--- src/rtl/fetch_stage.sv ---
// Instruction fetch: one outstanding imem request, a one-entry hold buffer, and a valid/stall output register.
// Latency 2 edges launch-to-output with zero-wait memory; pc_stall holds pc_control whenever no launch/redirect occurs.
module fetch_stage #(
  parameter logic [31:0] RESET_PC = 32'h0000_0000,
  parameter logic [31:0] NOP      = 32'h0000_0000
) (
  input  logic        clk,
  input  logic        reset,
  input  logic [31:0] nextPC,
  input  logic        redirect,
  input  logic        stall,
  output logic        pc_stall,
  output logic        imem_req,
  output logic [31:0] imem_addr,
  input  logic        imem_ack,
  input  logic [31:0] imem_rdata,
  output logic        if_valid,
  output logic [31:0] if_instr,
  output logic [31:0] if_pc
);

  typedef enum logic [1:0] {IDLE, REQ, HOLD} state_t;

  state_t      state;
  logic        squash;
  logic [63:0] hold_buf;   // {instr, pc}
  logic        ack;
  logic        slot_free;
  logic        launch;

  always_comb begin
    ack       = imem_req && imem_ack;
    slot_free = !if_valid || !stall;
    launch    = 1'b0;
    if (!redirect) begin
      case (state)
        IDLE:    launch = 1'b1;
        REQ:     launch = ack && !squash && slot_free;
        HOLD:    launch = slot_free;
        default: launch = 1'b0;
      endcase
    end
    pc_stall = !reset || !(launch || redirect);
  end

  always_ff @(posedge clk or negedge reset) begin
    if (!reset) begin
      state     <= IDLE;
      squash    <= 1'b0;
      hold_buf  <= 64'h0;
      imem_req  <= 1'b0;
      imem_addr <= RESET_PC;
      if_valid  <= 1'b0;
      if_instr  <= NOP;
      if_pc     <= RESET_PC;
    end else if (redirect) begin
      if_valid <= 1'b0;
      if_instr <= NOP;
      if (state == REQ && !ack) begin
        // Memory still owes us a word; stay in REQ and drop it on arrival.
        squash <= 1'b1;
      end else begin
        squash   <= 1'b0;
        imem_req <= 1'b0;
        state    <= IDLE;
      end
    end else begin
      if (if_valid && !stall) if_valid <= 1'b0;
      if (launch) begin
        imem_req  <= 1'b1;
        imem_addr <= nextPC;
        state     <= REQ;
      end
      case (state)
        REQ: begin
          if (ack) begin
            if (squash) begin
              squash   <= 1'b0;
              imem_req <= 1'b0;
              state    <= IDLE;
            end else if (slot_free) begin
              if_instr <= imem_rdata;
              if_pc    <= imem_addr;
              if_valid <= 1'b1;
            end else begin
              hold_buf <= {imem_rdata, imem_addr};
              imem_req <= 1'b0;
              state    <= HOLD;
            end
          end
        end
        HOLD: begin
          if (slot_free) begin
            if_instr <= hold_buf[63:32];
            if_pc    <= hold_buf[31:0];
            if_valid <= 1'b1;
          end
        end
        default: ;
      endcase
    end
  end

endmodule
--- config.mk ---
export PLATFORM = sky130hd
export DESIGN_NAME = fetch_stage
export DESIGN_NICKNAME = d
export VERILOG_FILES = /design/src/rtl/fetch_stage.sv
export SDC_FILE = /design/constraint.sdc
export NUM_CORES = 1
export LEC_CHECK = 0
export BUFFER_PORTS_ARGS = -buffer_cell sky130_fd_sc_hd__buf_2
export CORE_MARGIN = 3
export CORE_UTILIZATION = 40
export CTS_CLUSTER_DIAMETER = 100
export DETAILED_ROUTE_END_ITERATION = 16
export PLACE_DENSITY = 0.64
export SETUP_SLACK_MARGIN = 0.1
export SYNTH_ARGS = -nofsm -noshare
export SYNTH_HDL_FRONTEND = slang
export SYNTH_SLANG_ARGS = --single-unit
--- constraint.sdc ---
create_clock -name clk -period 4.15 [get_ports clk]
set_input_delay 0.83 -clock clk [delete_from_list [all_inputs] [get_ports clk]]
set_output_delay 0.83 -clock clk [all_outputs]
set_load 0.01 [all_outputs]
==> impl_metrics.py, run 1 <==
metrics = {
    "placed_design": {
        "dpl.hpwl_um": 9910,
        "dp_slack_ns": 1.50,
        "gp_congestion": 0.871,
        "portBuffers": 167,
        "dp.cells": 855,
        "placed_area_um2": 8100,
    },
    "floorplanning": {
        "die_area_um2": 19300,
        "chipHeight_um": 139,
        "pin_count": 168,
        "rows": 47,
        "core_um2": 16900,
        "initial_core_util": 0.417,
        "fp.dieW_um": 139,
    },
    "sta": {
        "period_share": 0.722,
        "max-slew-margin-rel": 0.367,
        "final.setup_skew_ns": 0.00707,
        "max_freq_mhz": 334,
        "setup_viol": 0,
        "setup_slack_ns": 1.15,
        "drv_slew": 0,
        "rsz0062_at_grt": "no",
        "fin_setup_tns_ns": 0,
        "fin_crit_ns": 3.00,
        "hold_viol_final": 0,
        "worst_pin_slew_ns": 0.950,
    },
    "setup_path": {
        "worstSetupStartpointType": "flop",
        "cp.arrival_ns": 2.17,
        "reg2reg_slack_ns": 1.71,
        "crit_fanout": 18,
        "rr_endpoint": "if_pc[13]",
        "cp.required_ns": 3.32,
        "crit_type": "flop to primary output",
        "worst_r2r_path_depth": 5,
        "r2r_start": "state[0]",
        "endpoint_kind": "primary output",
    },
    "logic_synthesis": {
        "ys_ff_latch": 165,
        "synth_edf_count": 0,
        "synth_area_per_cell_um2": 14.4,
        "ys_types": 33,
        "synth_top_area_frac": 0.585,
        "synth_most_common_cell": "dfrtp_1",
        "ys_seq_area_frac": 0.585,
        "synth_area_leaders": "dfrtp_1 (59%), mux2_2 (25%), mux2i_1 (4.5%)",
        "synthTopCellsByCount": "dfrtp_1 (165), mux2_2 (156), nand2_1 (34), mux2i_1 (32), o22ai_1 (32)",
        "netlist_area_um2": 7060,
        "syn_nets": 564,
        "async_reset_ff_frac": 1.00,
        "ys.flop_type": "dfrtp_1",
        "netlist.top_cell.by_area": "dfrtp_1",
        "synth-warning-count": 0,
        "syn_inst": 491,
    },
    "clock_tree": {
        "clock-root-buffer": "clkbuf_16",
        "clk_pin_slew_ns": 0.06,
        "holdBufCountCts": 0,
        "cts_buffer_depth": 2,
        "cts_tree": "built",
        "cts_htree_levels": 4,
        "postCtsSetupRepairBufs": 0,
        "ctsResizeCount": 0,
        "cts_sinks": 165,
        "clk_latency_ns": 0.41,
        "cts_buffers": 17,
    },
    "cells_and_area": {
        "finalInstanceArea_um2": 8730,
        "stdcell_count": 887,
        "syn2layout_area_growth_pct": 23.7,
        "drive_gt1_frac": 0.553,
        "nNetsFinal": 727,
        "fin_util": 0.516,
    },
    "detailed_routing": {
        "via_per_inst": 5.19,
        "drt_iter0_drc": 187,
        "wl_per_cell_um": 17.5,
        "first_pass_iters": 6,
        "num_vias": 4603,
        "drc_errors": 0,
        "wirelength_um": 15600,
        "ant_nets": 0,
    },
    "global_routing": {
        "grt_pass1_wl_um": 25600,
        "grt_pass1_vias": 4854,
        "grt_max_degree": 76,
        "grt-ovfl-total": 0,
        "track_usage": 0.163,
        "antenna_found_initial": 1,
    },
    "job": {
        "maxCapViolCount": 0,
    },
    "power": {
        "vdd_drop_max_mv": 0.448,
        "power_density_nw_per_um2": 636,
        "leakagePower_nw": 4.21,
    },
    "status": {
        "status": "completed",
    },
    "worst_hold_path": {
        "hold_class": "primary input to async pin",
    },
}
## worst max-delay path: stages (launching register included)
cell     delay (ns)
dfrtp_1        0.39
inv_1          0.15
ha_4           0.36
nor2_1         0.16
a211o_1        0.35
a21bo_2        0.22
buf_2          0.13
## state kept, by name, indices dropped and copies added, names as in the netlist
| signal | cells |
|---|---|
| imem_addr | 32 |
| squash | 1 |
| if_valid | 1 |
| hold_buf | 64 |
| if_pc | 32 |
| if_instr | 32 |
| imem_req | 1 |
| state | 2 |
## stage by stage
stage          hold slack (ns)  total power, mW
3_5_place_dp             0.489             3.95
4_1_cts                  0.243             5.65
2_1_floorplan            0.475             3.29
6_report                 0.256             5.56
3_3_place_gp             0.483             3.87
5_1_grt                  0.250             5.90
## cells in the final DEF (no fill, tap or decap), types with 3 or more instances in the layout
master and count:
buf_2 166, dfrtp_1 165, mux2_2 156, nand2_1 34, mux2i_1 32, o22ai_1 32
clkbuf_16 17, buf_4 6, inv_1 5, mux2_1 4, bufinv_16 4, a21oi_1 3
ha_1 3
## power breakdown
group / switching (mW) / internal [mW] / leakage, nW
combinational: 0.711 / 0.808 / 1.74
clock: 0.623 / 1.04 / 0.307
sequential: 0.323 / 2.05 / 2.16
total: 1.66 / 3.90 / 4.21
## routing by layer
layer / vias to the layer above / GRT usage / wire (um)
met5: - / 0 / 13
met4: 2 / 0.0453 / 153
met3: 12 / 0.0514 / 1200
met2: 165 / 0.260 / 7100
met1: 2325 / 0.218 / 7090
li1: 2099 / - / -
## layout make-up
type / instances / area, um2
Sequential cell: 165 / 4130
Antenna cell: 1 / 2.50
Clock inverter: 11 / 173
Timing Repair Buffer: 175 / 927
Inverter: 6 / 22.5
Multi-Input combinational cell: 289 / 2750
Clock buffer: 20 / 457
Fill cell: 1430 / 8200
Tap cell: 220 / 275
## how the worst max path moves through the flow
stage,from,end,slack [ns],cells after the start
floorplan,redirect,pc_stall,1.55,4
global placement,stall,pc_stall,1.53,5
detailed placement,imem_ack,pc_stall,1.50,5
CTS,state[0],pc_stall,1.13,6
global route,state[1],pc_stall,1.02,6
finish,state[0],pc_stall,1.15,6
## kinds of logic (layout without fill, tap and decap cells)
logic type	Yosys count	in the layout	synth area share
and+or+nand+nor	45	45	0.0298
DFF	165	165	0.585
adders and majority gates	4	4	0.00709
buffers and inverters	37	212	0.0289
AOI/OAI and AO/OA	48	48	0.0486
other	0	1	0
muxes	192	192	0.301
No activity file was read; power rests on OpenSTA's default activity.
==> run 2, diff against run 1 <==
--- a/config.mk
+++ b/config.mk
@@ -10,7 +10,7 @@
 export CORE_UTILIZATION = 40
 export CTS_CLUSTER_DIAMETER = 100
 export DETAILED_ROUTE_END_ITERATION = 16
-export PLACE_DENSITY = 0.64
+export PLACE_DENSITY = 0.67
 export SETUP_SLACK_MARGIN = 0.1
 export SYNTH_ARGS = -nofsm -noshare
 export SYNTH_HDL_FRONTEND = slang
==> constraint.sdc (replaced) <==
create_clock -name clk -period 2.4 [get_ports clk]
set_input_delay 0.48 -clock clk [delete_from_list [all_inputs] [get_ports clk]]
set_output_delay 0.48 -clock clk [all_outputs]
set_load 0.01 [all_outputs]
==> impl_metrics.py, run 2 (synthesis gave the netlist of run 1 again) <==
metrics = {
    "worst_hold_path": {
        "hold_class": "primary input to flop",
    },
    "sta": {
        "final.setup_skew_ns": 0.0132,
        "worst_pin_slew_ns": 0.943,
        "fin_setup_tns_ns": 0,
        "drv_slew": 0,
        "max_freq_mhz": 423,
        "setup_viol": 0,
        "whs_ns": 0.272,
        "max-slew-margin-rel": 0.372,
        "hold_viol_final": 0,
        "rsz0062_at_grt": "yes",
        "fin_crit_ns": 2.36,
        "period_share": 0.985,
    },
    "power": {
        "leakagePower_nw": 4.30,
        "power.share.clock": 0.292,
        "p_sw_frac": 0.311,
        "seqPwrFrac": 0.421,
        "intPower_mw": 6.73,
        "power_density_nw_per_um2": 1090,
        "switchingPower_mw": 3.04,
        "pwr-share-comb": 0.287,
        "vdd_drop_max_mv": 0.591,
    },
    "floorplanning": {
        "chipHeight_um": 139,
        "initial_core_util": 0.417,
        "core_um2": 16900,
        "rows": 47,
        "pin_count": 168,
        "fp.dieW_um": 139,
        "die_area_um2": 19300,
    },
    "clock_tree": {
        "cts_tree": "built",
        "clk_pin_slew_ns": 0.07,
        "cts_sinks": 165,
        "clk_latency_ns": 0.43,
        "clock-root-buffer": "clkbuf_16",
        "cts_buffer_depth": 2,
        "cts_buffers": 17,
        "cts_htree_levels": 4,
    },
    "cells_and_area": {
        "syn2layout_area_growth_pct": 26.6,
        "stdcell_count": 904,
        "largest_reg_flops": 64,
        "fin_util": 0.528,
        "nNetsFinal": 744,
        "drive_gt1_frac": 0.575,
        "final_cell_mix": "buf_2 (165), dfrtp_1 (164), mux2_2 (156)",
        "antennaDiodeCount": 0,
        "final_common_cell": "buf_2",
        "finalInstanceArea_um2": 8940,
        "regMostFlops": "hold_buf",
    },
    "placed_design": {
        "placed_area_um2": 8180,
        "portBuffers": 167,
        "dp.cells": 861,
        "gp_congestion": 0.807,
        "dpl.hpwl_um": 10700,
    },
    "detailed_routing": {
        "via_per_inst": 5.15,
        "drt_iter0_drc": 240,
        "first_pass_iters": 4,
        "num_vias": 4653,
        "wl_per_cell_um": 17.5,
        "drc_errors": 0,
        "wirelength_um": 15900,
        "ant_nets": 0,
    },
    "job": {
        "maxCapViolCount": 0,
    },
    "global_routing": {
        "grt_max_degree": 77,
        "antenna_found_initial": 0,
        "grt-ovfl-total": 0,
        "grt_pass1_vias": 5016,
        "track_usage": 0.166,
        "grt_pass1_wl_um": 25700,
    },
    "setup_path": {
        "cp.arrival_ns": 1.88,
        "crit_type": "flop to primary output",
        "endpoint_kind": "primary output",
        "path_cells": "inv_2, buf_6, ha_4, nand4b_4, a211o_1, a21bo_2, buf_6",
        "worstSetupStartpointType": "flop",
        "crit_slowest_cell": "dfrtp_2",
        "crit_path_frequent_cell": "buf_6",
        "cpPeakStageDelay_ns": 0.41,
        "crit_fanout": 2,
        "cp.required_ns": 1.92,
    },
    "status": {
        "status": "completed",
    },
}
-- run 2: routing by layer --
layer	global-route usage	share of wire	up-vias
li1	-	-	2140
met1	0.198	0.42	2323
met2	0.277	0.50	156
met3	0.0617	0.070	34
met4	0.0572	0.019	0
met5	0	0	-
-- run 2: area by class of cell --
class	count	area, um2
Timing Repair Buffer	192	1120
Clock inverter	15	193
Sequential cell	165	4130
Clock buffer	17	425
Multi-Input combinational cell	289	2780
Inverter	6	22.5
Fill cell	1423	8000
Tap cell	220	275
-- run 2: power groups by stage --
stage	combinational (mW)	sequential (mW)	clock (mW)
6_report	2.80	4.12	2.85
5_1_grt	3.03	4.24	3.06
4_1_cts	2.83	4.13	2.92
3_5_place_dp	2.70	4.17	0
3_3_place_gp	2.61	4.11	0
2_1_floorplan	1.35	4.33	0
-- run 2: timing repair --
action / CTS / global route
hold buffers: 1 / 0
pin swaps: 4 / 0
cloned: 0 / 0
gates resized for setup: 12 / 2
setup endpoints to repair: 1 / 39
endpoints found under the hold margin: 20 / 0
buffers inserted: 10 / 0
-- run 2: critical path: cells and delay by family, from the launching register on --
family / cells / cell delay (ns)
buffers and inverters: 3 / 0.32
and+or+nand+nor: 1 / 0.10
adders and majority gates: 1 / 0.14
AOI/OAI and AO/OA: 2 / 0.50
DFF: 1 / 0.41
-- run 2: worst paths after layout --
| check | to | cells past startpoint | startpoint | slack [ns] |
|---|---|---|---|---|
| max | pc_stall | 7 | state[1] | 0.04 |
| min | imem_addr[6] | 2 | nextPC[6] | 0.27 |
| max in group asynchronous | if_pc[16] | 3 | reset | 0.75 |
| max reg2reg | if_pc[13] | 8 | state[0] | 0.19 |
| min in group asynchronous | if_pc[30] | 2 | reset | 0.45 |
| min reg2reg | if_pc[29] | 1 | if_pc[29] | 0.50 |
-- run 2: metrics by stage --
stage | worst slack (ns) | total power, mW
final | 0.0354 | 9.77
after global routing | -0.0556 | 10.3
after CTS | 0.0468 | 9.87
after detailed placement | 0.179 | 6.87
after global placement | 0.268 | 6.72
after floorplan | 0.314 | 5.69
==> run 3, diff against run 2 <==
--- a/config.mk
+++ b/config.mk
@@ -6,6 +6,8 @@
 export NUM_CORES = 1
 export LEC_CHECK = 0
 export BUFFER_PORTS_ARGS = -buffer_cell sky130_fd_sc_hd__buf_2
+export CAP_MARGIN = 20
+export CORE_ASPECT_RATIO = 0.8
 export CORE_MARGIN = 3
 export CORE_UTILIZATION = 40
 export CTS_CLUSTER_DIAMETER = 100
==> impl_metrics.py, run 3 (synthesis gave the netlist of run 1 again) <==
metrics = {
    "setup_path": {
        "cp.required_ns": 1.92,
        "cp.arrival_ns": 1.89,
        "critPathBufInv": 2,
        "path_cells": "inv_2, ha_4, and3b_2, a211o_1, a21bo_2, buf_6",
        "cpPeakStageDelay_ns": 0.41,
        "crit_type": "flop to primary output",
        "crit_slowest_cell": "dfrtp_1",
        "reg2reg_slack_ns": 0.22,
        "critPathTopFamily": "compound AO/OA/AOI/OAI gates",
        "endpoint_kind": "primary output",
        "worstSetupStartpointType": "flop",
        "crit_fanout": 2,
    },
    "placed_design": {
        "portBuffers": 167,
        "gp_congestion": 0.802,
        "dp_slack_ns": 0.122,
        "placed_area_um2": 8180,
        "dp.cells": 862,
        "dpl.hpwl_um": 10500,
    },
    "power": {
        "leakagePower_nw": 4.23,
        "power_density_nw_per_um2": 1060,
        "vdd_drop_max_mv": 0.648,
    },
    "cells_and_area": {
        "final_cell_mix": "buf_2 (165), dfrtp_1 (164), mux2_2 (156)",
        "nNetsFinal": 740,
        "drive_gt1_frac": 0.567,
        "finalInstanceArea_um2": 8800,
        "fin_util": 0.520,
        "regMostFlops": "hold_buf",
        "largest_reg_flops": 64,
        "nFillCells": 1467,
        "final_common_cell": "buf_2",
        "syn2layout_area_growth_pct": 24.6,
        "stdcell_count": 900,
    },
    "detailed_routing": {
        "num_vias": 4612,
        "wirelength_um": 15900,
        "drc_errors": 0,
        "ant_nets": 0,
        "via_per_inst": 5.12,
        "wl_per_cell_um": 17.7,
        "drt_iter0_drc": 272,
        "first_pass_iters": 4,
    },
    "global_routing": {
        "grt-ovfl-total": 0,
        "antenna_found_initial": 0,
        "track_usage": 0.169,
        "grt_max_degree": 166,
        "grt_pass1_wl_um": 26300,
        "grt_pass1_vias": 5064,
    },
    "sta": {
        "period_share": 0.987,
        "final.setup_skew_ns": 0.00906,
        "max-slew-margin-rel": 0.397,
        "setup_slack_ns": 0.0322,
        "fin_crit_ns": 2.37,
        "whs_ns": 0.224,
        "hold_viol_final": 0,
        "drv_slew": 0,
        "max_freq_mhz": 422,
        "worst_pin_slew_ns": 0.905,
        "setup_viol": 0,
        "rsz0062_at_grt": "yes",
    },
    "clock_tree": {
        "holdBufCountCts": 0,
        "cts_sinks": 165,
        "cts_htree_levels": 4,
        "clock-root-buffer": "clkbuf_16",
        "cts_buffers": 17,
        "cts_buffer_depth": 2,
        "cts_tree": "built",
        "clk_latency_ns": 0.42,
        "clk_pin_slew_ns": 0.06,
    },
    "floorplanning": {
        "rows": 42,
        "die_area_um2": 19300,
        "pin_count": 168,
        "fp.dieW_um": 155,
        "initial_core_util": 0.417,
        "core_um2": 16900,
        "chipHeight_um": 125,
    },
    "status": {
        "status": "completed",
    },
    "job": {
        "maxCapViolCount": 0,
    },
    "worst_hold_path": {
        "hold_class": "primary input to async pin",
    },
}
-- run 3: changes by cell type in the layout (fill, tap and decap cells not counted), sizes merged --
cell,delta
buf,-3
bufinv,-3
clkbuf,+6
clkinv,+1
clkinvlp,+1
diode,+1
dlygate4sd3,-1
inv,-6
-- run 3: worst paths after layout --
check | cells after the start | from | to
max in group asynchronous | 2 | reset | state[1]
worst min register to register | 1 | if_pc[13] | if_pc[13]
worst min-delay path | 2 | reset | hold_buf[14]
worst max register to register | 7 | state[0] | imem_addr[19]
worst max-delay path | 6 | state[0] | pc_stall
min in group clk | 2 | nextPC[6] | imem_addr[6]
-- run 3: what timing repair did --
action	4_1_cts	5_1_grt
gates resized for setup	10	0
pin swaps	3	1
setup endpoints to repair	2	1
buffers inserted	6	0
endpoints found under the hold margin	0	0
-- run 3: metrics by stage --
stage               setup TNS (ns)  power, mW
global placement                 0       6.72
floorplan                        0       5.69
detailed placement               0       6.86
global route               -0.0130       9.88
finish                           0       9.32
CTS                              0       9.42
-- run 3: power breakdown --
group	leakage [nW]	internal, mW	total [mW]	switching (mW)
clock network	0.245	1.37	2.44	1.08
registers	2.16	3.55	4.13	0.581
logic	1.82	1.50	2.74	1.25
-- run 3: routing by layer --
| metal | share of wire | wire [um] | global-route usage |
|---|---|---|---|
| met1 | 0.45 | 7160 | 0.220 |
| met2 | 0.48 | 7630 | 0.274 |
| met3 | 0.058 | 921 | 0.0483 |
| met4 | 0.013 | 200 | 0.0504 |
| met5 | 0 | 0 | 0 |
-- run 3: cell type report --
| cell class | count | area [um2] | share of cell area |
|---|---|---|---|
| Antenna cell | 1 | 2.50 | 0.000284 |
| Clock buffer | 23 | 468 | 0.0532 |
| Clock inverter | 8 | 53.8 | 0.00612 |
| Inverter | 6 | 22.5 | 0.00256 |
| Multi-Input combinational cell | 289 | 2780 | 0.316 |
| Sequential cell | 165 | 4130 | 0.469 |
| Tap cell | 220 | 275 | 0.0313 |
| Timing Repair Buffer | 188 | 1070 | 0.121 |
